--- config.mk ---
export PLATFORM = sky130hd
export DESIGN_NAME = alu_sequencer
export DESIGN_NICKNAME = d
export VERILOG_FILES = /design/src/rtl/alu_sequencer.sv
export SDC_FILE = /design/constraint.sdc
export NUM_CORES = 1
export LEC_CHECK = 0
export ABC_CLOCK_PERIOD_IN_PS = 2000
export CORE_MARGIN = 8
export CORE_UTILIZATION = 25
export CTS_BUF_LIST = sky130_fd_sc_hd__clkbuf_16
export CTS_CLUSTER_DIAMETER = 80
export CTS_CLUSTER_SIZE = 25
export DETAILED_ROUTE_END_ITERATION = 12
export PLACE_DENSITY = 0.46
export SYNTH_ARGS = -nofsm -noshare
export SYNTH_HDL_FRONTEND = slang
export SYNTH_SLANG_ARGS = --single-unit
--- constraint.sdc ---
create_clock -name clk -period 2 [get_ports clk]
set_input_delay 0.3 -clock clk [delete_from_list [all_inputs] [get_ports clk]]
set_output_delay 0.3 -clock clk [all_outputs]
set_load 0.01 [all_outputs]
--- src/rtl/alu_sequencer.sv ---
// Sequencer for an external 8-bit combinational ALU with a 4x8 register file.
// Runs one instruction every three cycles: issue (IDLE), settle/capture (EXEC), writeback (WB).
module alu_sequencer #(
  parameter int NREG = 4,
  parameter int W    = 8
) (
  input  logic         clk,
  input  logic         rst_n,
  input  logic         instr_valid,
  output logic         instr_ready,
  input  logic [15:0]  instr,
  output logic [3:0]   alu_op,
  output logic [W-1:0] alu_a,
  output logic [W-1:0] alu_b,
  input  logic [W-1:0] alu_z,
  output logic         res_valid,
  output logic [W-1:0] res_data,
  output logic [1:0]   res_rd,
  output logic         res_zero,
  output logic         res_illegal,
  input  logic [1:0]   dbg_sel,
  output logic [W-1:0] dbg_data
);

  typedef enum logic [1:0] {
    S_IDLE = 2'd0,
    S_EXEC = 2'd1,
    S_WB   = 2'd2
  } state_t;

  localparam logic [3:0] OP_LDI = 4'b1111;

  state_t       state_q, state_d;
  logic [W-1:0] rf [NREG];
  logic [3:0]   op_p0;
  logic [1:0]   rd_p0;
  logic         ill_p0;
  logic         accept;

  logic [3:0]   instr_op;
  logic [1:0]   instr_rd;
  logic [1:0]   instr_rs;
  logic [7:0]   instr_imm;

  function automatic logic is_illegal(input logic [3:0] op);
    return (op >= 4'b1010) && (op <= 4'b1110);
  endfunction

  function automatic logic is_zero(input logic [W-1:0] v);
    return (v == '0);
  endfunction

  assign instr_op    = instr[15:12];
  assign instr_rd    = instr[11:10];
  assign instr_rs    = instr[9:8];
  assign instr_imm   = instr[7:0];
  assign instr_ready = (state_q == S_IDLE);
  assign accept      = instr_valid && instr_ready;
  assign dbg_data    = rf[dbg_sel];

  always_comb begin
    state_d = state_q;
    case (state_q)
      S_IDLE:  if (instr_valid) state_d = S_EXEC;
      S_EXEC:  state_d = S_WB;
      S_WB:    state_d = S_IDLE;
      default: state_d = S_IDLE;
    endcase
  end

  always_ff @(posedge clk or negedge rst_n) begin
    if (!rst_n) begin
      state_q     <= S_IDLE;
      op_p0       <= '0;
      rd_p0       <= '0;
      ill_p0      <= 1'b0;
      alu_op      <= '0;
      alu_a       <= '0;
      alu_b       <= '0;
      res_valid   <= 1'b0;
      res_data    <= '0;
      res_rd      <= '0;
      res_zero    <= 1'b0;
      res_illegal <= 1'b0;
      for (int i = 0; i < NREG; i++) rf[i] <= '0;
    end else begin
      state_q   <= state_d;
      res_valid <= (state_q == S_EXEC);

      // Issue stage: operands read from the register file as it stands at the accept edge
      if (accept) begin
        op_p0  <= instr_op;
        rd_p0  <= instr_rd;
        ill_p0 <= is_illegal(instr_op);
        alu_op <= instr_op;
        alu_a  <= rf[instr_rd];
        alu_b  <= (instr_op == OP_LDI) ? instr_imm : rf[instr_rs];
      end

      // Capture stage: ALU has settled on the registered operands
      if (state_q == S_EXEC) begin
        res_data    <= ill_p0 ? '0 : alu_z;
        res_rd      <= rd_p0;
        res_zero    <= ill_p0 ? 1'b1 : is_zero(alu_z);
        res_illegal <= ill_p0;
      end

      // Writeback stage: result lands before the next instruction can be accepted
      if (state_q == S_WB) begin
        rf[res_rd] <= res_data;
      end
    end
  end

endmodule

==> metrics.yaml <==
routing:
  drc: 0
  drt_wl_total_um: 8946
  ant_nets: 0
  firstDrtPassIters: 4
  via_count: 2236
  drtIter0Drc: 85
  wire_per_inst_um: 17.96
  viasPerCell: 4.490
final_layout:
  antenna_cells: 0
  fin_cells: 498
  finalNetCount: 347
  syn_to_final_growth_pct: 38.05
  final_util_pct: 34.86
  final_layout_size_suffix_gt1_share_pct: 34.16
  nFillCells: 1286
placement:
  io_buffers: 70
  dp.cells: 482
  place.gp.congestion: 0.7368
  detailed_place_hpwl_um: 6445
timing:
  maxSlewViolCount: 0
  maxSlewHeadroom_pct: 70.42
  fin_crit_ns: 1.929
  setup_viol: 0
  fmax_ghz: 0.5185
  tightest_slew_ns: 0.4437
  final-hold-violation-count: 0
  skew_ns: 0.003449
  rsz0062_at_grt: "no"
  post-route-period-util_pct: 96.43
yosys:
  synth_area_um2: 3304
  synth_cell_types: 24
  synth_cells: 238
  yosysSeqAreaShare_pct: 53.01
  avgSynthCellArea_um2: 13.88
  ys_warn_count: 0
  ys_ff_latch: 70
  syn_nets: 267
setup_path:
  cp.arrival_ns: 1.63
  worstReg2RegStart: "state_q[0]"
  timing.rr.end: "rf[16]"
  required_ns: 1.70
  reg2regPathDepth: 2
  reg2reg_slack_ns: 0.47
  crit_fanout: 8
  critPathCaptureType: "output pin"
  path_class: "in -> out"
  start_kind: "input port"
clocking:
  path_clk_slew_ns: 0.05
  cts_buffer_depth: 2
  cts.sinks: 70
  clk_latency_ns: 0.32
  cts-root-buf: "clkbuf_16"
  htree_levels: 3
  cts_setup_buffers: 0
  cts_inserted_buffers: 9
  tritoncts: "yes"
floorplan:
  die_h_um: 131.0
  initial_utilization_pct: 25.25
  die_w_um: 131.0
  core-area_um2: 13090
  rows: 42
  io_pins: 71
  dieArea_um2: 17150
global_route:
  grt_start_max_net_pins: 40
  grt_usage_pct: 10.99
  antenna_found_initial: 0
  grt_overflow_total: 0
  grt_pass1_vias: 2432
  grt_pass1_wl_um: 13880
power:
  power_density_nw_per_um2: 1263
  ir_drop_uv: 404.6
  total_power_mw: 5.761
  power_leakage_nw: 1.929
run_status:
  outcome: "finished clean"
min_path:
  hold_class: "in -> async"
job:
  drv_cap: 0
[cells by family (layout without fill, tap and decap cells)]
| group | count (synthesis) | count (layout) | share of synthesized area, % |
|---|---|---|---|
| mux | 70 | 70 | 32.03 |
| flops | 70 | 70 | 53.01 |
| simple gates | 59 | 59 | 8.898 |
| compound gates | 21 | 21 | 3.597 |
| buf+inv | 18 | 102 | 2.461 |
[layout make-up]
class / instances / area, µm² / share of cell area, %
clock inverters: 6 / 31.28 / 0.6857
repair buffers: 84 / 850.8 / 18.65
well taps: 176 / 220.2 / 4.827
multi-input cells: 150 / 1471 / 32.25
inverters: 3 / 11.26 / 0.2468
flip-flops and latches: 70 / 1752 / 38.40
clock buffers: 9 / 225.2 / 4.937
[through the flow]
stage | area (µm²) | TNS, ns | setup WS, ns | hold slack, ns
2_1_floorplan | 3304 | 0 | 0.5210 | 0.004409
3_3_place_gp | 4335 | -2.128 | -0.2847 | 0.2710
3_5_place_dp | 4335 | -2.227 | -0.2917 | 0.2754
4_1_cts | 4562 | 0 | 0.05210 | 0.4810
5_1_grt | 4562 | 0 | 0.03229 | 0.5002
6_report | 4562 | 0 | 0.07145 | 0.4590
[what timing repair did]
item / CTS / global route
resized for setup: 32 / 0
setup endpoints to repair: 8 / 0
hold buffers: 1 / 0
hold endpoints to repair: 17 / 0
[cells in the mapped netlist (all sizes together)]
| master | count | area [µm²] |
|---|---|---|
| clkbuf | 5 | 20.01 |
| o2111ai | 1 | 8.760 |
| nor4b | 1 | 23.77 |
| a31oi | 8 | 50.05 |
| and4bb | 2 | 25.02 |
| nand4b | 1 | 8.760 |
| and4 | 1 | 8.760 |
| mux4 | 24 | 540.5 |
| nor2 | 9 | 33.78 |
| nand2b | 1 | 6.260 |
| clkinv | 1 | 3.750 |
| buf | 10 | 50.05 |
| mux2 | 46 | 518.0 |
| nand4 | 1 | 6.260 |
| nor4 | 2 | 12.51 |
| dfrtp | 70 | 1752 |
| o21ai | 11 | 55.05 |
| a21oi | 1 | 5.000 |
| inv | 2 | 7.510 |
| nand2 | 40 | 150.1 |
| nor3b | 1 | 18.77 |
[layout by cell type, fill, tap and decap left out, drive strengths merged, types with 2 or more instances in the layout]
cell type and count:
mux4 24, nor2 9, clkinv 5, clkdlybuf4s50 61
nand2 40, and4bb 2, a31oi 8, dfrtp 70
buf 22, mux2 46, clkbuf 9, o21ai 11
inv 3, nor4 2
[sequential cells by signal, summed over array words and instances, names as in the netlist, 2 cells and up]
register and count:
rd_p0 2, rf 32, state_q 2, alu_b 8, res_rd 2, alu_a 8, res_data 8, alu_op 4
[power by group]
part / internal (mW) / switching, mW
clock network: 0.817 / 0.555
registers: 1.93 / 0.505
logic: 1.25 / 0.702
total: 4.00 / 1.76
[per-layer routing]
metal	wire length, µm	vias up	global-route usage (%)
li1	-	1042	-
met1	3917	1121	13.24
met2	4341	59	18.18
met3	486	14	2.516
met4	199	0	5.267
met5	0	-	0
[critical path, cell delays in order]
cell and delay, ns:
clkdlybuf4s50_1 0.51, buf_12 0.16, mux4_2 0.50, buf_2 0.16
[worst max-delay path by stage]
stage | from | endpoint
2_1_floorplan | state_q[0] | rf[24]
3_3_place_gp | dbg_sel[0] | dbg_data[1]
3_5_place_dp | dbg_sel[0] | dbg_data[5]
4_1_cts | dbg_sel[0] | dbg_data[5]
5_1_grt | dbg_sel[0] | dbg_data[5]
6_report | dbg_sel[0] | dbg_data[5]
Note: power is estimated with default switching activity, not from simulation.
